`config.mk`:
```
export PLATFORM = sky130hd
export DESIGN_NAME = sd_cmd_responder
export DESIGN_NICKNAME = d
export VERILOG_FILES = /design/src/rtl/sd_cmd_pkg.sv /design/src/rtl/sd_crc7.sv /design/src/rtl/sd_cmd_responder.sv
export SDC_FILE = /design/constraint.sdc
export NUM_CORES = 1
export LEC_CHECK = 0
export CAP_MARGIN = 20
export CORE_MARGIN = 1
export CORE_UTILIZATION = 54
export DETAILED_ROUTE_END_ITERATION = 8
export PLACE_DENSITY = 0.86
export SYNTH_ARGS = -nofsm -noshare
export SYNTH_HDL_FRONTEND = slang
export SYNTH_SLANG_ARGS = --single-unit
```
`constraint.sdc`:
```
create_clock -name sd_clock -period 5.6 [get_ports sd_clock]
set_input_delay 1.12 -clock sd_clock [delete_from_list [all_inputs] [get_ports sd_clock]]
set_output_delay 1.12 -clock sd_clock [all_outputs]
set_load 0.005 [all_outputs]
```
`src/rtl/sd_cmd_pkg.sv`:
```
// rtl/sd_cmd_pkg.sv - shared types and frame constants for the SD CMD-line responder
package sd_cmd_pkg;

  typedef enum logic [2:0] {
    ST_IDLE,
    ST_RX,
    ST_WAIT_RSP,
    ST_NCR,
    ST_TX
  } state_t;

  localparam int         CMD_FRAME_BITS = 48;
  localparam logic [6:0] CRC7_POLY      = 7'h09;

  // Bit positions within a frame, counted from the start bit (bit 0), MSB first
  localparam int BIT_TRANS = 1;
  localparam int BIT_INDEX = 2;
  localparam int BIT_ARG   = 8;
  localparam int BIT_CRC   = 40;
  localparam int BIT_END   = CMD_FRAME_BITS - 1;

  localparam logic TRANS_HOST = 1'b1;
  localparam logic TRANS_CARD = 1'b0;

endpackage

```
`src/rtl/sd_crc7.sv`:
```
// rtl/sd_crc7.sv - serial CRC7 (x^7+x^3+1) with clear, update and shift-out modes
module sd_crc7
  import sd_cmd_pkg::*;
(
  input  logic       clk,
  input  logic       rst,
  input  logic       clear,
  input  logic       enable,
  input  logic       shift,
  input  logic       bit_in,
  output logic [6:0] crc
);

  logic fb;

  always_comb fb = bit_in ^ crc[6];

  // Shift-out mode moves the finished remainder MSB-first to crc[6]
  always_ff @(posedge clk or posedge rst) begin
    if (rst) begin
      crc <= '0;
    end else if (clear) begin
      crc <= '0;
    end else if (shift) begin
      crc <= {crc[5:0], 1'b0};
    end else if (enable) begin
      crc <= {crc[5:0], 1'b0} ^ (fb ? CRC7_POLY : 7'h00);
    end
  end

endmodule

```
`src/rtl/sd_cmd_responder.sv`:
```
// rtl/sd_cmd_responder.sv - card-side SD CMD line: command deserialiser and response serialiser
// Optional receive CRC check: SD_CMD_RSP_CRC_CHECK_EN
module sd_cmd_responder
  import sd_cmd_pkg::*;
#(
  parameter int NCR_CYCLES = 2,
  parameter int CNT_W      = 6
) (
  input  logic        sd_clock,
  input  logic        reset,
  input  logic        cmd_in,
  output logic        cmd_out,
  output logic        cmd_oe,
  output logic        cmd_valid,
  output logic [5:0]  cmd_index,
  output logic [31:0] cmd_arg,
  output logic        crc_err,
  output logic        frame_err,
  input  logic        rsp_valid,
  output logic        rsp_ready,
  input  logic [5:0]  rsp_index,
  input  logic [31:0] rsp_arg,
  input  logic        rsp_drop,
  output logic        busy
);

  localparam logic [CNT_W-1:0] CNT_ONE      = CNT_W'(1);
  localparam logic [CNT_W-1:0] CNT_TRANS    = CNT_W'(BIT_TRANS);
  localparam logic [CNT_W-1:0] CNT_INDEX    = CNT_W'(BIT_INDEX);
  localparam logic [CNT_W-1:0] CNT_CRC      = CNT_W'(BIT_CRC);
  localparam logic [CNT_W-1:0] CNT_END      = CNT_W'(BIT_END);
  localparam logic [CNT_W-1:0] CNT_NCR_LAST = CNT_W'(NCR_CYCLES - 1);

  state_t           state, state_nx;
  logic [CNT_W-1:0] bit_cnt, bit_cnt_nx;
  logic [37:0]      rx_sr;
  logic [39:0]      tx_sr;
  logic [6:0]       crc;
  logic             crc_clear, crc_en, crc_shift, crc_bit;
  logic             in_body, rx_end, rx_good, rsp_take, trans_bad;

  always_comb begin
    in_body   = bit_cnt < CNT_CRC;
    rx_end    = (state == ST_RX) && (bit_cnt == CNT_END);
    rx_good   = rx_end && cmd_in;
    trans_bad = (state == ST_RX) && (bit_cnt == CNT_TRANS) && (cmd_in != TRANS_HOST);
    rsp_take  = (state == ST_WAIT_RSP) && !rsp_drop && rsp_valid;
  end

  always_ff @(posedge sd_clock or posedge reset) begin
    if (reset) begin
      state   <= ST_IDLE;
      bit_cnt <= '0;
    end else begin
      state   <= state_nx;
      bit_cnt <= bit_cnt_nx;
    end
  end

  always_comb begin
    state_nx   = state;
    bit_cnt_nx = bit_cnt;
    cmd_oe     = 1'b0;
    cmd_out    = 1'b1;
    rsp_ready  = 1'b0;
    busy       = (state != ST_IDLE);
    unique case (state)
      ST_IDLE: begin
        if (!cmd_in) begin
          state_nx   = ST_RX;
          bit_cnt_nx = CNT_ONE;
        end
      end
      ST_RX: begin
        if (trans_bad) begin
          state_nx = ST_IDLE;
        end else if (bit_cnt == CNT_END) begin
          state_nx = cmd_in ? ST_WAIT_RSP : ST_IDLE;
        end else begin
          bit_cnt_nx = bit_cnt + 1'b1;
        end
      end
      ST_WAIT_RSP: begin
        rsp_ready = 1'b1;
        if (rsp_drop) begin
          state_nx = ST_IDLE;
        end else if (rsp_valid) begin
          state_nx   = ST_NCR;
          bit_cnt_nx = '0;
        end else if (!cmd_in) begin
          state_nx   = ST_RX;
          bit_cnt_nx = CNT_ONE;
        end
      end
      ST_NCR: begin
        if (bit_cnt == CNT_NCR_LAST) begin
          state_nx   = ST_TX;
          bit_cnt_nx = '0;
        end else begin
          bit_cnt_nx = bit_cnt + 1'b1;
        end
      end
      ST_TX: begin
        cmd_oe = 1'b1;
        if (in_body) begin
          cmd_out = tx_sr[39];
        end else if (bit_cnt != CNT_END) begin
          cmd_out = crc[6];
        end
        if (bit_cnt == CNT_END) begin
          state_nx = ST_IDLE;
        end else begin
          bit_cnt_nx = bit_cnt + 1'b1;
        end
      end
      default: state_nx = ST_IDLE;
    endcase
  end

  // One CRC unit: fed by cmd_in while receiving, by the response word while transmitting
  always_comb begin
    crc_clear = (state == ST_IDLE) || (state == ST_WAIT_RSP) || (state == ST_NCR);
    crc_shift = (state == ST_TX) && !in_body;
`ifdef SD_CMD_RSP_CRC_CHECK_EN
    crc_en  = ((state == ST_TX) || (state == ST_RX)) && in_body;
    crc_bit = (state == ST_TX) ? tx_sr[39] : cmd_in;
`else
    crc_en  = (state == ST_TX) && in_body;
    crc_bit = tx_sr[39];
`endif
  end

  sd_crc7 u_crc7 (
    .clk    (sd_clock),
    .rst    (reset),
    .clear  (crc_clear),
    .enable (crc_en),
    .shift  (crc_shift),
    .bit_in (crc_bit),
    .crc    (crc)
  );

  always_ff @(posedge sd_clock or posedge reset) begin
    if (reset) begin
      rx_sr     <= '0;
      tx_sr     <= '0;
      cmd_index <= '0;
      cmd_arg   <= '0;
      cmd_valid <= 1'b0;
      frame_err <= 1'b0;
    end else begin
      cmd_valid <= rx_good;
      frame_err <= trans_bad || (rx_end && !cmd_in);
      if ((state == ST_RX) && (bit_cnt >= CNT_INDEX) && in_body) begin
        rx_sr <= {rx_sr[36:0], cmd_in};
      end
      if (rx_good) begin
        cmd_index <= rx_sr[37:32];
        cmd_arg   <= rx_sr[31:0];
      end
      if (rsp_take) begin
        tx_sr <= {1'b0, TRANS_CARD, rsp_index, rsp_arg};
      end else if ((state == ST_TX) && in_body) begin
        tx_sr <= {tx_sr[38:0], 1'b0};
      end
    end
  end

`ifdef SD_CMD_RSP_CRC_CHECK_EN
  logic [6:0] rx_crc;

  // Received CRC field is held aside and compared once the end bit is seen
  always_ff @(posedge sd_clock or posedge reset) begin
    if (reset) begin
      rx_crc  <= '0;
      crc_err <= 1'b0;
    end else begin
      if ((state == ST_RX) && !in_body && (bit_cnt != CNT_END)) begin
        rx_crc <= {rx_crc[5:0], cmd_in};
      end
      crc_err <= rx_good && (rx_crc != crc);
    end
  end
`else
  assign crc_err = 1'b0;
`endif

endmodule

```
==> results <==
- The run finished with clean final reports.
- The portion of synthesized cell area occupied by the leading cell type is 58.4%.
- The count of final max-slew check failures was 0.
- In the detailed route, the total length drawn on met3 is 359 µm.
- No sink is reached through more buffers than the 2 on the longest clock path.
- By count the netlist is led by 134 x sky130_fd_sc_hd__dfrtp_1, 60 x sky130_fd_sc_hd__nand2_1, 57 x sky130_fd_sc_hd__mux2_2, 39 x sky130_fd_sc_hd__mux2i_1, 38 x sky130_fd_sc_hd__o21ai_0.
- The top layer used by detailed routing is met4.
- The final layout net count is 586.
- After detailed routing, the average wire length per cell comes to 16.5 µm.
- For this block, the via count after detailed routing is 3827.
- The initial antenna violation count is 0.
- The worst slack on hold paths is 0.490 ns.
- Yosys printed 0 warnings.
- For the pin with the worst max-slew slack, the measured transition is 1.00 ns.
- The count of unique library cells instantiated by Yosys is 47.
- The weighted congestion reported at the end of routability-driven placement is 0.883.
- The maximum vdd ir drop is 0.248 mV.
- The length of the first detailed-routing pass in iterations is 4.
- The post-route minimum period is 3.77 ns.
- The type of element launching the critical path is a flop.
- Post-CTS repair changed the size of 0 cells.
- The power per cell area is 470 nW/µm².
- The worst path uses 67.4% of the clock period.
- Counting every instance in the synthesized netlist gives 461.
- The die height is 105 µm.
- The count of nets left with antenna violations once routing finished came out at 0.
- The clock skew after layout is 0.0102 ns.
- TritonCTS built the clock tree.
- The number of CTS-inserted buffers is 17.
- STA classifies the critical path endpoint as an output port.
- The finished layout holds 690 standard cells, fillers aside.
- Of all nets on the critical path, the largest fanout is 16.
- In this run the core area contains 37 standard-cell rows.
- Entering global routing, the biggest net connects 79 pins.
- The max-cap check violation count is 0.
- The number of endpoints with negative hold slack in the final report is 0.
- For this configuration, the core starts out at a cell density of 55.7%.
- In this run the count of I/O pins placed on the die edge is 88.
- For this run, the total global-route usage over all layers was measured as 22.1%.
- After synthesis the cells add up to 5750 µm².
- The first global-routing pass estimated 18900 µm of wire.
- In the final layout, the share of cells above drive strength 1 is 19.1%.
- The cell area after placement is 6650 µm².
- Each instance of the synthesized netlist takes up on average 12.5 µm².
- The register bit count reported by yosys is 134.
- The critical path is of the flop to output port type.
- The number of sinks handled by clock tree synthesis is 134.
- The number of antenna diodes in the final layout is 0.
- The path class of the lowest-slack min-delay path is flop to flop.
- The biggest area contributor in the post-synthesis netlist is sky130_fd_sc_hd__dfrtp_1.
- The number of global-route vias before repair is 3863.
- The library cell with the highest instance count after synthesis is sky130_fd_sc_hd__dfrtp_1.
- The horizontal die dimension is 105 µm.
- Setup repair after global routing left no endpoint under its margin.
- The met2 wire length is 5880 µm.
- The static leakage power is 0.00356 µW.
- In this run, post-CTS hold repair placed 0 buffers.
- The detailed router put a total of 5040 µm of wire on met1.
- The count of flip-flops with a built-in enable after synthesis is 0.
- The violation count after the first detailed-routing iteration is 159.
- The achievable clock frequency is 265 MHz.
- In the synthesized netlist the dominant register cell turns out to be sky130_fd_sc_hd__dfrtp_1.
- The core area is 10300 µm².
- The number of remaining DRC errors is 0.
- The half-perimeter wire length after placement is 6950 µm.
- The latest clock arrival within the worst-skew pair is 0.52 ns.
- The cell count after placement is 656.
- The leftover overflow at the end of global routing is 0.
- The count of buffers from port buffering is 86.
- Data on the critical path arrives at its endpoint at 2.65 ns.
- Setup violations remaining at the end of the flow were counted as 0.
- Counting every net in the synthesized netlist gives 506.
- CTS placed an instance of sky130_fd_sc_hd__clkbuf_8 at the clock tree root.
- The post-detailed-routing wire length is 11400 µm.
- At the worst endpoint, the required time is 4.48 ns.
- For this run, the register share of the synthesized area comes to 58.4%.
- The number of setup buffers added after CTS is 0.
- Counting flops with an async set or reset pin after synthesis yields a share of 100%.
- Dividing the detail-routed via count by the number of cells gives 5.55.
- Clock-pin slew was measured on the worst setup and hold paths at 0.07 ns.
- The die covers 11100 µm².
- Yosys attributes the largest share of cell area to sky130_fd_sc_hd__dfrtp_1 58%, sky130_fd_sc_hd__mux2_2 11%, sky130_fd_sc_hd__mux2i_1 6.8%.
- The clock tree synthesis step divided the H-tree into 4 levels.
- The worst slew margin relative to its limit is 33.0%.
- The total negative slack for setup checks is 0 ns.
- The final standard cell area without fillers is 7290 µm².
- The relative area change from synthesis to final layout is 26.9%.
## state kept, by name (all words and copies together) (netlist names)
| name | flops |
|---|---|
| bit_cnt | 6 |
| cmd_arg | 32 |
| cmd_index | 6 |
| cmd_valid | 1 |
| frame_err | 1 |
| rx_sr | 38 |
| state | 3 |
| tx_sr | 40 |
| u_crc7.crc | 7 |
## critical path: stages (launching register included)
cell                              delay (ns)
sky130_fd_sc_hd__dfrtp_1                0.65
sky130_fd_sc_hd__nor2b_1                0.59
sky130_fd_sc_hd__nand2b_1               0.21
sky130_fd_sc_hd__inv_2                  0.13
sky130_fd_sc_hd__o21ai_0                0.10
sky130_fd_sc_hd__clkdlybuf4s50_1        0.46
## layer usage
metal  global-route usage [%]  vias to the layer above
met3                     5.30                       11
met2                     37.4                       86
li1                         -                     1795
met5                        0                        -
met1                     28.2                     1935
met4                     6.94                        0
## cell families after synthesis
kind of cell | count (synthesis) | synth area share, %
XOR/XNOR | 2 | 0.305
flip-flops | 134 | 58.4
other | 1 | 0.0653
AO/OA/AOI/OAI | 79 | 8.69
AND/OR/NAND/NOR | 95 | 7.71
multiplexers | 114 | 21.5
adder cells (fa/ha/maj) | 2 | 0.435
buffers and inverters | 34 | 2.94
## power breakdown
part / internal (µW) / switching, µW
logic: 425 / 404
registers: 1240 / 236
clock network: 655 / 465
total: 2320 / 1110
## through the flow
stage | total power (µW) | worst slack [ns] | utilization (%)
floorplan | 2070 | 0.897 | -
global placement | 2220 | 2.28 | 64.4
detailed placement | 2290 | 2.19 | 64.4
CTS | 3440 | 1.82 | 70.3
global route | 3620 | 1.66 | 70.6
finish | 3430 | 1.83 | 70.6
## path summary, 6_finish.rpt
| kind | slack [ns] | to | depth (start not counted) | startpoint |
|---|---|---|---|---|
| max in group asynchronous | 3.62 | state[0]$_DFFE_PP0P_ | 3 | reset |
| min in group asynchronous | 0.96 | rx_sr[16]$_DFFE_PP0P_ | 2 | reset |
| hold reg to reg | 0.49 | cmd_arg[11]$_DFFE_PP0P_ | 1 | cmd_arg[11]$_DFFE_PP0P_ |
| setup / recovery | 1.83 | cmd_out | 5 | state[2]$_DFFE_PP0P_ |
| setup reg to reg | 2.73 | cmd_arg[10]$_DFFE_PP0P_ | 5 | bit_cnt[0]$_DFFE_PP0P_ |
| hold / removal | 0.49 | cmd_arg[11]$_DFFE_PP0P_ | 1 | cmd_arg[11]$_DFFE_PP0P_ |
## cells in the final DEF, fill, tap and decap left out, types with 2 or more instances in the layout
cell                                n
sky130_fd_sc_hd__clkdlybuf4s50_1   86
sky130_fd_sc_hd__inv_8              4
sky130_fd_sc_hd__nand2_1           59
sky130_fd_sc_hd__mux2_1            18
sky130_fd_sc_hd__buf_4              2
sky130_fd_sc_hd__nor2b_1            7
sky130_fd_sc_hd__a21oi_1           11
sky130_fd_sc_hd__inv_1              3
sky130_fd_sc_hd__o22ai_1            2
sky130_fd_sc_hd__clkinv_4           2
sky130_fd_sc_hd__ha_1               2
sky130_fd_sc_hd__a22o_1             2
sky130_fd_sc_hd__dfrtp_1          134
sky130_fd_sc_hd__mux2_2            57
sky130_fd_sc_hd__nand2b_1           2
sky130_fd_sc_hd__o21ai_0           38
sky130_fd_sc_hd__bufinv_16          2
sky130_fd_sc_hd__a21o_1             2
sky130_fd_sc_hd__clkbuf_16         16
sky130_fd_sc_hd__a221oi_1           6
sky130_fd_sc_hd__inv_6              4
sky130_fd_sc_hd__nor2_1             7
sky130_fd_sc_hd__mux2i_1           39
sky130_fd_sc_hd__a211oi_1           2
sky130_fd_sc_hd__nand3_1            4
sky130_fd_sc_hd__nor3_1             4
sky130_fd_sc_hd__a211o_1            2
sky130_fd_sc_hd__buf_12             2
sky130_fd_sc_hd__o21ai_1            4
sky130_fd_sc_hd__nand3_2            3
## cell type report
| cell class | instances | area, µm² |
|---|---|---|
| well taps | 136 | 170 |
| flip-flops and latches | 134 | 3350 |
| repair buffers | 90 | 916 |
| multi-input cells | 293 | 2230 |
| clock inverters | 15 | 186 |
| inverters | 5 | 21.3 |
| clock buffers | 17 | 414 |
| fillers | 677 | 3030 |
Power figures use the tool's default switching activity.
